==> config.mk <==
export PLATFORM = sky130hd
export DESIGN_NAME = univ_shift_reg
export DESIGN_NICKNAME = d
export VERILOG_FILES = /design/src/rtl/univ_shift_pkg.sv /design/src/rtl/univ_shift_reg.sv
export SDC_FILE = /design/constraint.sdc
export NUM_CORES = 1
export LEC_CHECK = 0
export CAP_MARGIN = 5
export CORE_UTILIZATION = 35
export CTS_BUF_LIST = sky130_fd_sc_hd__clkbuf_16
export DETAILED_ROUTE_END_ITERATION = 10
export PLACE_DENSITY = 0.74
export SKIP_CTS_REPAIR_TIMING = 1
export SLEW_MARGIN = 40
export SYNTH_ARGS = -nofsm -noshare
export SYNTH_HDL_FRONTEND = slang
export SYNTH_SLANG_ARGS = --single-unit
==> constraint.sdc <==
create_clock -name clk -period 2.34 [get_ports clk]
set_clock_uncertainty 0.15 [all_clocks]
set_input_delay 0.351 -clock clk [delete_from_list [all_inputs] [get_ports clk]]
set_output_delay 0.351 -clock clk [all_outputs]
set_load 0.01 [all_outputs]
==> src/rtl/univ_shift_pkg.sv <==
// Shared types for the universal shift register: shift modes and burst FSM states.
package univ_shift_pkg;

  typedef enum logic [1:0] {
    SHL = 2'b00,
    SHR = 2'b01,
    ROL = 2'b10,
    ROR = 2'b11
  } shift_mode_e;

  typedef enum logic [1:0] {
    IDLE  = 2'b00,
    SHIFT = 2'b01,
    DONE  = 2'b10
  } state_e;

endpackage

==> src/rtl/univ_shift_reg.sv <==
// Universal shift register: parallel load plus counted bursts of logical
// shifts or rotates, with registered busy/done handshake.
module univ_shift_reg
  import univ_shift_pkg::*;
#(
  parameter int WIDTH = 8,
  parameter int CNT_W = $clog2(WIDTH) + 1
) (
  input  logic             clk,
  input  logic             rst,
  input  logic             load_en,
  input  logic [WIDTH-1:0] load_val,
  input  logic             start,
  input  logic [1:0]       mode,
  input  logic [CNT_W-1:0] count,
  input  logic             ser_in,
  output logic [WIDTH-1:0] op,
  output logic             ser_out,
  output logic             busy,
  output logic             done
);

  state_e      state;
  shift_mode_e mode_q;
  logic [CNT_W-1:0] rem;

  always_ff @(posedge clk) begin
    if (rst) begin
      state   <= IDLE;
      mode_q  <= SHL;
      rem     <= '0;
      op      <= '0;
      ser_out <= 1'b0;
      busy    <= 1'b0;
      done    <= 1'b0;
    end else if (load_en) begin
      // Load aborts any burst silently; ser_out keeps its last value.
      state <= IDLE;
      rem   <= '0;
      op    <= load_val;
      busy  <= 1'b0;
      done  <= 1'b0;
    end else begin
      case (state)
        IDLE: begin
          busy <= 1'b0;
          done <= 1'b0;
          if (start) begin
            if (count != '0) begin
              state  <= SHIFT;
              mode_q <= shift_mode_e'(mode);
              rem    <= count;
              busy   <= 1'b1;
            end else begin
              state <= DONE;
              done  <= 1'b1;
            end
          end
        end
        SHIFT: begin
          case (mode_q)
            SHL: begin
              op      <= {op[WIDTH-2:0], ser_in};
              ser_out <= op[WIDTH-1];
            end
            SHR: begin
              op      <= {ser_in, op[WIDTH-1:1]};
              ser_out <= op[0];
            end
            ROL: begin
              op      <= {op[WIDTH-2:0], op[WIDTH-1]};
              ser_out <= op[WIDTH-1];
            end
            ROR: begin
              op      <= {op[0], op[WIDTH-1:1]};
              ser_out <= op[0];
            end
            default: ;
          endcase
          rem <= rem - CNT_W'(1);
          if (rem == CNT_W'(1)) begin
            state <= DONE;
            busy  <= 1'b0;
            done  <= 1'b1;
          end
        end
        DONE: begin
          state <= IDLE;
          done  <= 1'b0;
        end
        default: begin
          state <= IDLE;
          busy  <= 1'b0;
          done  <= 1'b0;
        end
      endcase
    end
  end

endmodule

# [After elaboration in Yosys (flattened, before gate mapping)]
# Cells that the tools add are included.
[classes] n_addsub=1 n_eq_ne=9 muxes=19 n_bitwise=2 n_reduce_logical=13
[ops] operator="8-bit case mux with 4 select lines" count=1
[ops] operator="8-bit two-way mux" count=2
[ops] operator="4-bit two-way mux" count=2
[ops] operator="4-bit case mux with 2 select lines" count=1
[ops] operator="2-bit equality test (second input constant)" count=3
[ops] operator="1-bit two-way mux" count=6
[ops] operator="2-bit two-way mux" count=3
[ops] operator="2-bit != test (second input constant)" count=3
[ops] operator="2-bit AND reduction" count=3
[ops] operator="2-bit OR reduction" count=3
[ops] operator="2-bit by 1-bit equality test with 1-bit output (second input constant)" count=2
[ops] operator="4-bit by 1-bit equality test with 1-bit output (second input constant)" count=1
[ops] operator="2-bit zero test" count=2
[ops] operator="1-bit case mux with 2 select lines" count=2
[ops] operator="2-bit case mux with 2 select lines" count=1
[ops] operator="4-bit AND reduction" count=1
[ops] operator="2-bit nonzero test" count=2
[ops] operator="4-bit nonzero test" count=1
[ops] operator="4-bit by 1-bit subtractor with 4-bit output (second input constant)" count=1
[ops] operator="1-bit case mux with 3 select lines" count=1
[ops] operator="3-bit AND reduction" count=1
[ops] operator="1-bit inverter" count=2
[word_totals] regBits=19 inputBits=19 out_inout_bits=11 word_cells=51

# [Longest topological paths before layout]
[depth] ltp_word=4 depth_mapped=5 depth_no_buf=5

# [Worst setup path before layout]
# OpenSTA, ideal clock, no wires.
[synth_path] kind="input -> register" startpoint="input port count[2]" endpoint="register done" setup_ps=70 arrival_time_ps=1386 required_time_ps=2120 setup_slack_ps=734 path_stages=3 path_buffers=0 cell_sequence="or4_4 > or3b_1 > a21oi_1"
[synth_via] elab_chain_len=4
[synth_rtl] element="start: declaration" line_no="univ_shift_reg.sv:15" source="input logic [CNT_W-1:0] count,"
[synth_rtl] element="4-bit nonzero test" line_no="univ_shift_reg.sv:49" source="if (count != '0) begin"
[synth_rtl] element="1-bit two-way mux" line_no="univ_shift_reg.sv:49"
[synth_rtl] element="1-bit two-way mux" line_no="univ_shift_reg.sv:48" source="if (start) begin"
[synth_rtl] element="1-bit case mux with 2 select lines" line_no="univ_shift_reg.sv:44" source="case (state)"
[synth_rtl] element="end signal: assignment" line_no="univ_shift_reg.sv:42" source="done <= 1'b0;"
[synth_rtl] element="end signal: assignment" line_no="univ_shift_reg.sv:47" source="done <= 1'b0;"
[synth_rtl] element="end signal: assignment" line_no="univ_shift_reg.sv:56" source="done <= 1'b1;"
[synth_rtl] element="end: declaration" line_no="univ_shift_reg.sv:20" source="output logic done"
# Every way passes these cells.
# A chain may end at the register's enable or synchronous reset.

# [Worst setup path in the final report]
[layout_path] startpoint="input port count[2]" endpoint="register state[1]"
[layout_via] elab_chain_len=4
[layout_rtl] element="4-bit nonzero test" line_no="univ_shift_reg.sv:49"
[layout_rtl] element="2-bit two-way mux" line_no="univ_shift_reg.sv:49"
[layout_rtl] element="2-bit two-way mux" line_no="univ_shift_reg.sv:48"
[layout_rtl] element="2-bit case mux with 2 select lines" line_no="univ_shift_reg.sv:44"
[layout_rtl] element="end signal: assignment" line_no="univ_shift_reg.sv:38" source="state <= IDLE;"
[layout_rtl] element="end signal: assignment" line_no="univ_shift_reg.sv:50" source="state <= SHIFT;"
[layout_rtl] element="end signal: assignment" line_no="univ_shift_reg.sv:55" source="state <= DONE;"
[layout_rtl] element="end: declaration" line_no="univ_shift_reg.sv:23" source="state_e state;"
# Every way passes these cells. The select of a mux whose other input is x is not followed.

==> impl_metrics.json <==
{
  "status": "finished clean",
  "crit_fanout": 4,
  "dieArea_um2": 3130,
  "ys_ff_latch": 19,
  "dr.pass1.iters": 4,
  "drv_slew": 0,
  "drc": 0,
  "numClockSinks": 19,
  "layout_commonest_cell": "clkdlybuf4s50_1",
  "tightest_slew_ns": 0.538,
  "dp_hpwl_mm": 1.82,
  "pwr_density_cell_nw_per_um2": 607,
  "combPwrFrac_pct": 17.6,
  "die_w_um": 56.0,
  "criticalPathCategory": "input port to flop",
  "cp-end-kind": "flop",
  "rsz0062_at_grt": "false",
  "final_util_pct": 51.5,
  "clock.fmax_mhz": 533,
  "path_clk_slew_ns": 0.05,
  "start_util_pct": 37.0,
  "clkPwrFrac_pct": 40.1,
  "grt_max_degree": 21,
  "slowest_delay_ns": 0.57,
  "yosysUniqueCellTypes": 30,
  "worstPathCellList": "clkdlybuf4s50_1, or4_4, or3b_1, a21oi_1",
  "gp_congestion": 0.850,
  "portBuffers": 29,
  "htree_num_levels": 1,
  "setup_violations": 0,
  "ir_drop_mv": 0.647,
  "seq_area_frac_synth_pct": 37.3,
  "syn_nets": 148,
  "placementRows": 19,
  "syn_inst": 127,
  "fin_setup_tns_ns": 0,
  "n_fill_cell": 266,
  "max_slew_margin_pct": 64.1,
  "clockBufferDepth": 2,
  "min_period_ns": 1.88,
  "netlist_area_um2": 1020,
  "worstSetupStartpointType": "input port",
  "grt_pass1_wl_mm": 4.06,
  "grtUsageTotal_pct": 16.0,
  "antenna_found_initial": 0,
  "yosys.area.top_type": "dfxtp_1",
  "power.static_leakage_nw": 0.526,
  "grt_overflow": 0,
  "route.vias.total": 996,
  "clk_latency_ns": 0.25,
  "die_h_um": 56.0,
  "synth_top_area_share_pct": 37.3,
  "crit_arrival_ns": 1.91,
  "cts_tree": "built",
  "internal_power_w": 0.000655,
  "clockRootBuffer": "clkbuf_16",
  "path_buf_inv": 1,
  "pin_count": 30,
  "drive_above_1_share_pct": 6.45,
  "ys_warn_count": 0,
  "period_share_pct": 80.2,
  "p_seq_share_pct": 42.3,
  "syn_area_per_cell_um2": 8.03,
  "wl_per_cell_um": 13.2,
  "crit_family": "simple AND/OR/NAND/NOR gates",
  "crit_required_ns": 2.37,
  "core-area_um2": 2760,
  "power_switching_w": 0.000206,
  "max_cap_violations": 0,
  "ant_nets": 0,
  "r2r_slack_ns": 0.71,
  "slowest_stage": "or4_4",
  "synth.area.top_cells": "dfxtp_1 (37%), mux2i_1 (9.8%), a21oi_1 (9.3%), nor2_1 (5.9%), a211o_1 (5.2%)",
  "grt_pass1_vias": 943,
  "fin_nets": 177,
  "final_cell_mix": "clkdlybuf4s50_1 (29), a21oi_1 (19), dfxtp_1 (19)",
  "swShare_pct": 23.9,
  "drt_wl_total_mm": 2.46,
  "first_iter_violations": 39,
  "via_per_inst": 5.35,
  "diodes": 0,
  "area_growth_pct": 39.1,
  "cts_made_buffers": 3,
  "hp-class": "flop to flop",
  "hold_viol": 0
}
-- layout make-up --
class | count | area [um^2] | area share (%)
sequential | 19 | 380 | 26.8
tap | 31 | 38.8 | 2.73
multi-input combinational | 94 | 586 | 41.3
inverter | 6 | 22.5 | 1.59
clock inverter | 1 | 3.75 | 0.265
clock buffer | 3 | 75.1 | 5.29
timing repair buffer | 32 | 313 | 22.0
-- synth_stat cells, drive strengths merged --
library cell,n
nand3,1
buf,3
a21oi,19
o21ai,3
nand2,12
mux2i,10
mux2,1
nand3b,2
a211o,6
dfxtp,19
a31o,1
nor3,1
or2,1
or4,1
o211ai,1
nand2b,2
ha,2
nor2b,2
inv,6
or3b,1
and2,1
a211oi,3
a221oi,2
nor2,16
o311ai,1
or3,1
a31oi,3
clkbuf,5
xnor2,1
-- through the flow --
stage               hold slack (ns)  area [um^2]  total power (W)  setup slack (ns)  std cells
floorplan                     0.280         1020         0.000447             0.734        127
global placement              0.345         1340         0.000517             0.261        182
detailed placement            0.354         1340         0.000521             0.217        182
CTS                           0.361         1420         0.000870             0.466        186
global route                  0.383         1420         0.000900             0.391        186
finish                        0.352         1420         0.000861             0.463        186
-- power by group through the flow --
stage | registers [W] | logic, W | clock network [W]
CTS | 0.000364 | 0.000152 | 0.000354
detailed placement | 0.000371 | 0.000151 | 0
floorplan | 0.000367 | 0.0000802 | 0
global route | 0.000367 | 0.000167 | 0.000366
global placement | 0.000370 | 0.000147 | 0
finish | 0.000365 | 0.000151 | 0.000345
-- flip-flops by register name, indices dropped and copies added (netlist names) --
register	flops
busy	1
done	1
mode_q	2
op	8
rem	4
ser_out	1
state	2
-- final timing paths --
kind | startpoint | end | cells past startpoint
max | count[2] | state[1] | 4
min | ser_out | ser_out | 2
max reg2reg | state[0] | op[4] | 5
min reg2reg | ser_out | ser_out | 2
-- cells by family after synthesis --
group           share of synthesized area, %
buf+inv                                 5.28
fa+ha+maj                               2.45
xor+xnor                               0.859
flops                                   37.3
compound gates                          24.2
simple gates                            19.0
mux                                     10.9
-- tightest hold or removal path: stages (launching register included) --
cell	delay, ns
dfxtp_1	0.30
nor2_1	0.10
a211oi_1	0.05
-- layer usage --
layer  up-vias  track usage (%)  wire length [um]
met4         0             2.79                10
li1        507                -                 -
met5         -                0                 0
met3         2             5.35               131
met2        31             28.7              1210
met1       456             18.6              1110
Power figures use the tool's default switching activity.
